File: src/rtl/tube_bin2dec.sv
// rtl/tube_bin2dec.sv - binary to six-digit decimal converter feeding the tube scanner
module tube_bin2dec #(
  parameter int           WIDTH     = 20,
  parameter bit           LZ_BLANK  = 1'b1,
  parameter logic [4:0]   DASH_CODE = 5'h10
) (
  input  logic             clk,
  input  logic             rst_n,
  input  logic             start,
  input  logic [WIDTH-1:0] bin,
  output logic             busy,
  output logic             done,
  output logic             ovf,
  output logic [4:0]       num5,
  output logic [4:0]       num4,
  output logic [4:0]       num3,
  output logic [4:0]       num2,
  output logic [4:0]       num1,
  output logic [4:0]       num0,
  output logic [5:0]       enb
);

  typedef enum logic [1:0] {IDLE, SHIFT, FINISH} state_t;

  state_t           state, state_nxt;
  logic [WIDTH-1:0] shreg;
  logic [23:0]      bcd;
  logic [23:0]      bcd_adj;
  logic [4:0]       cnt;
  logic             ovf_flag;
  logic [20:0]      bin_ext;
  logic             bin_too_big;
  logic [5:0]       enb_calc;
  logic             lit;

  assign bin_ext     = 21'(bin);
  assign bin_too_big = (bin_ext > 21'd999999);
  assign busy        = (state != IDLE);

  // Overflow detected at acceptance still spends one SHIFT cycle (no shifting) before FINISH.
  always_comb begin
    state_nxt = state;
    case (state)
      IDLE:    if (start) state_nxt = SHIFT;
      SHIFT:   if (ovf_flag || (cnt == 5'(WIDTH - 1))) state_nxt = FINISH;
      FINISH:  state_nxt = IDLE;
      default: state_nxt = IDLE;
    endcase
  end

  always_comb begin
    bcd_adj = bcd;
    for (int i = 0; i < 6; i++) begin
      if (bcd[4*i +: 4] >= 4'd5) bcd_adj[4*i +: 4] = bcd[4*i +: 4] + 4'd3;
    end
  end

  // A digit stays lit once any more-significant digit is non-zero.
  always_comb begin
    lit      = 1'b0;
    enb_calc = 6'b000001;
    for (int i = 5; i >= 1; i--) begin
      lit         = lit | (bcd[4*i +: 4] != 4'd0);
      enb_calc[i] = lit | ~LZ_BLANK;
    end
  end

  always_ff @(posedge clk or negedge rst_n) begin
    if (!rst_n) begin
      state    <= IDLE;
      shreg    <= '0;
      bcd      <= '0;
      cnt      <= '0;
      ovf_flag <= 1'b0;
      done     <= 1'b0;
      ovf      <= 1'b0;
      num5     <= 5'h00;
      num4     <= 5'h00;
      num3     <= 5'h00;
      num2     <= 5'h00;
      num1     <= 5'h00;
      num0     <= 5'h00;
      enb      <= 6'b000001;
    end else begin
      state <= state_nxt;
      done  <= 1'b0;
      case (state)
        IDLE: begin
          if (start) begin
            shreg    <= bin;
            bcd      <= '0;
            cnt      <= '0;
            ovf_flag <= bin_too_big;
          end
        end
        SHIFT: begin
          if (!ovf_flag) begin
            {bcd, shreg} <= {bcd_adj, shreg} << 1;
            cnt          <= cnt + 5'd1;
          end
        end
        FINISH: begin
          done <= 1'b1;
          if (ovf_flag) begin
            ovf  <= 1'b1;
            num5 <= DASH_CODE;
            num4 <= DASH_CODE;
            num3 <= DASH_CODE;
            num2 <= DASH_CODE;
            num1 <= DASH_CODE;
            num0 <= DASH_CODE;
            enb  <= 6'b111111;
          end else begin
            ovf  <= 1'b0;
            num5 <= {1'b0, bcd[23:20]};
            num4 <= {1'b0, bcd[19:16]};
            num3 <= {1'b0, bcd[15:12]};
            num2 <= {1'b0, bcd[11:8]};
            num1 <= {1'b0, bcd[7:4]};
            num0 <= {1'b0, bcd[3:0]};
            enb  <= enb_calc;
          end
        end
        default: ;
      endcase
    end
  end

endmodule
File: config.mk
export PLATFORM = sky130hd
export DESIGN_NAME = tube_bin2dec
export DESIGN_NICKNAME = d
export VERILOG_FILES = /design/src/rtl/tube_bin2dec.sv
export SDC_FILE = /design/constraint.sdc
export NUM_CORES = 1
export LEC_CHECK = 0
export CAP_MARGIN = 10
export CORE_MARGIN = 1
export CORE_UTILIZATION = 49
export DETAILED_ROUTE_END_ITERATION = 16
export GPL_TIMING_DRIVEN = 0
export PLACE_DENSITY_LB_ADDON = 0.25
export RECOVER_POWER = 50
export SKIP_LAST_GASP = 1
export SLEW_MARGIN = 10
export SYNTH_ARGS = -nofsm -noshare
export SYNTH_HDL_FRONTEND = slang
export SYNTH_SLANG_ARGS = --single-unit
File: constraint.sdc
create_clock -name clk -period 1.6 [get_ports clk]
set_clock_uncertainty 0.05 [all_clocks]
set_input_delay 0.24 -clock clk [delete_from_list [all_inputs] [get_ports clk]]
set_output_delay 0.24 -clock clk [all_outputs]
set_load 0.005 [all_outputs]
==> run metrics <==
total global routing overflow 0; worst setup slack after layout -140 ps; final sum of negative setup slack -2520 ps; Cell Area, Synth 4050 µm²; number of storage elements in the synthesis netlist 83; critical path cell sequence buf_6 -> or3b_4 -> nand2_8 -> buf_12 -> o31ai_1 -> a32o_2; Main synth FF type sky130_fd_sc_hd__dfrtp_1; Total Routed Length 10.9 mm; Placed Cells incl. Taps 572; via density per instance 5.66; largest area contributor in the synthesized netlist sky130_fd_sc_hd__dfrtp_1; DRT iter0 DRCs between 200 and 250; type of the worst setup path flip-flop to flip-flop; H-tree levels 3; path type of the worst min-delay path primary input to flip-flop; Finished Layout Cells 618; commonest cells after routing, fill and taps aside sky130_fd_sc_hd__dfrtp_1 (80), sky130_fd_sc_hd__nand2_1 (77), sky130_fd_sc_hd__clkdlybuf4s50_1 (51); port bufs 60; post-layout utilization of the core 73.9%; boundary pin count 62; CTS sink count 83; register area share after synthesis 51.3%; maximum vdd drop ~0.95 mV; area overhead of the layout relative to synthesis 43.2%; wire length of the first global-routing pass 16.2 mm; fmax 575 MHz; multi-input gate area in the final layout about 2100 µm²; failing checks negative setup slack; transition at the pin with the smallest max-transition slack 929 ps; post-synthesis area per instance 9.90 µm²; DR WL/cell 17.6 µm; Slew headroom 38.1%; Bufs on Longest Clock Path 2; share of the clock period used by the worst path 109%; worst path required time 1810 ps; vias in the first global route 3256; commonest non-fill, non-tap cell in the layout sky130_fd_sc_hd__dfrtp_1; die height 92.9 µm; Synth Net Count 450; Synthesis Warnings 0; RSZ-0062 raised after global routing true; area share of the largest cell type after synthesis 51.3%; TritonRoute pass-1 iters 6; Vias between 3000 and 4000; pin count of the biggest net entering global routing 48; startpoint type of the worst setup path flip-flop; DIE WIDTH 92.9 µm; leakage power figure 2.56 nW; largest cells by area after synthesis sky130_fd_sc_hd__dfrtp_1 (51%), sky130_fd_sc_hd__nand2_1 (7.1%), sky130_fd_sc_hd__ha_1 (5.6%); ant diodes 0; Finished Cell Area 5800 µm²; sum of net half-perimeters after detailed placement 6.19 mm; Root Buffer sky130_fd_sc_hd__clkbuf_8; gate count after technology mapping 409; clock latency at the later pin of the worst-skew pair 370 ps; antenna violations before repair 0; clock transition time at the flip-flop clock pins of the worst setup and hold paths approximately 80 ps; max-slew violation total from the final report 0; worst-path maximum fanout 6; crit path time final 1740 ps; FP Rows 32; total routing usage reported by global routing 24.6%; final hold violations 0; ANT nets after route 0; count of flip-flops with a built-in enable after synthesis 0; Cell Area, Placed 4800 µm²; TritonCTS Buffers 9; Setup Viol. Count Final 46; standard cell with the maximum stage delay on the critical path sky130_fd_sc_hd__dfrtp_2; CTS tree built; share of post-route cells with drive strength above 1 27.3%; outcome finished, violations left; DRC errors left 0; Pwr Density 2190 nW/µm²; Synth async-reset ratio 100%; Placer Congestion 0.808; final-stage net count 553; unique cell type count in the Yosys netlist 41; Core Region 7850 µm²; CP max stage delay between 400 and 500 ps; fill cell count around 540; CP endpoint kind flip-flop; full die area 8630 µm²; Seq. cell area 2080 µm²; Initial Utilization 51.6%; WP data arrival 1950 ps; Maximum Capacitance Violations 0
## Yosys cell counts, types with 8 or more instances
| cell type | n |
|---|---|
| sky130_fd_sc_hd__a31oi_1 | 20 |
| sky130_fd_sc_hd__buf_4 | 13 |
| sky130_fd_sc_hd__a21oi_1 | 9 |
| sky130_fd_sc_hd__o22ai_1 | 8 |
| sky130_fd_sc_hd__o21ai_0 | 21 |
| sky130_fd_sc_hd__nor2_1 | 32 |
| sky130_fd_sc_hd__o31ai_1 | 18 |
| sky130_fd_sc_hd__ha_1 | 18 |
| sky130_fd_sc_hd__inv_1 | 13 |
| sky130_fd_sc_hd__dfrtp_1 | 83 |
| sky130_fd_sc_hd__nand2_1 | 77 |
| sky130_fd_sc_hd__nand2b_1 | 19 |
## timing repair
action	in CTS	in global routing
endpoints found under the hold margin	36	0
gates resized for setup	59	79
endpoints found under the setup margin	78	65
hold buffers	1	0
pin swaps	8	16
gates cloned	1	4
setup buffers	13	14
## metal layers
metal	track usage, %	up-vias	part of all wire (%)
li1	-	1624	-
met1	32.2	1704	40
met2	39.7	146	51
met3	3.78	24	6.4
met4	12.4	0	2.1
met5	0	-	0
## critical path, delay by kind of cell, from the launching register on
kind                   cells  cell delay [ps]
and+or+nand+nor            2              530
buffers and inverters      2              280
DFF                        1              460
AOI/OAI and AO/OA          2              320
## path summary, 6_finish.rpt
kind                            startpoint        to  slack, ps  cells past startpoint
worst max register to register    state[1]   bcd[11]       -140                      6
worst max-delay path              state[1]   bcd[11]       -140                      6
worst min-delay path                bin[4]  shreg[4]        400                      3
min in group asynchronous            rst_n   num4[3]        490                      2
max in group asynchronous            rst_n  shreg[1]        260                      3
worst min register to register     num2[2]   num2[2]        430                      2
## stage by stage
step	hold WS (ps)	setup WS, ps	total power, mW
finish	404	-140	12.7
global route	426	-164	13.5
CTS	338	-115	10.9
detailed placement	185	-431	8.52
global placement	411	-2690	8.33
floorplan	-106	36.3	6.77
## logic make-up (layout without fill, tap and decap cells)
kind of cell	Yosys count	in the layout	share of synthesized area (%)
flops	83	83	51.3
other cells	1	1	0.0926
buf+inv	44	151	6.27
compound gates	97	97	16.1
fa+ha+maj	18	18	5.56
xor+xnor	11	11	2.38
simple gates	151	151	17.4
mux	4	4	0.989
## flip-flops by register name, indices dropped and copies added (netlist names)
signal / cells
num2: 4
enb: 5
done: 1
shreg: 20
num5: 4
cnt: 5
state: 2
num4: 4
num3: 4
ovf: 1
num0: 4
ovf_flag: 1
num1: 4
bcd: 24
## where the power goes
part	internal (mW)	total (mW)	leakage, nW	switching [mW]
clock	0.798	1.55	0.0995	0.748
sequential	3.02	3.80	1.05	0.780
combinational	3.82	7.37	1.41	3.54
## cell type report
class	count	area share (%)
well taps	102	2.20
inverters	13	0.885
flip-flops and latches	83	35.9
clock buffers	13	2.74
plain buffers	29	4.51
multi-input cells	282	36.1
clock inverters	2	0.604
repair buffers	94	17.1
(Power assumes the default switching activity.)
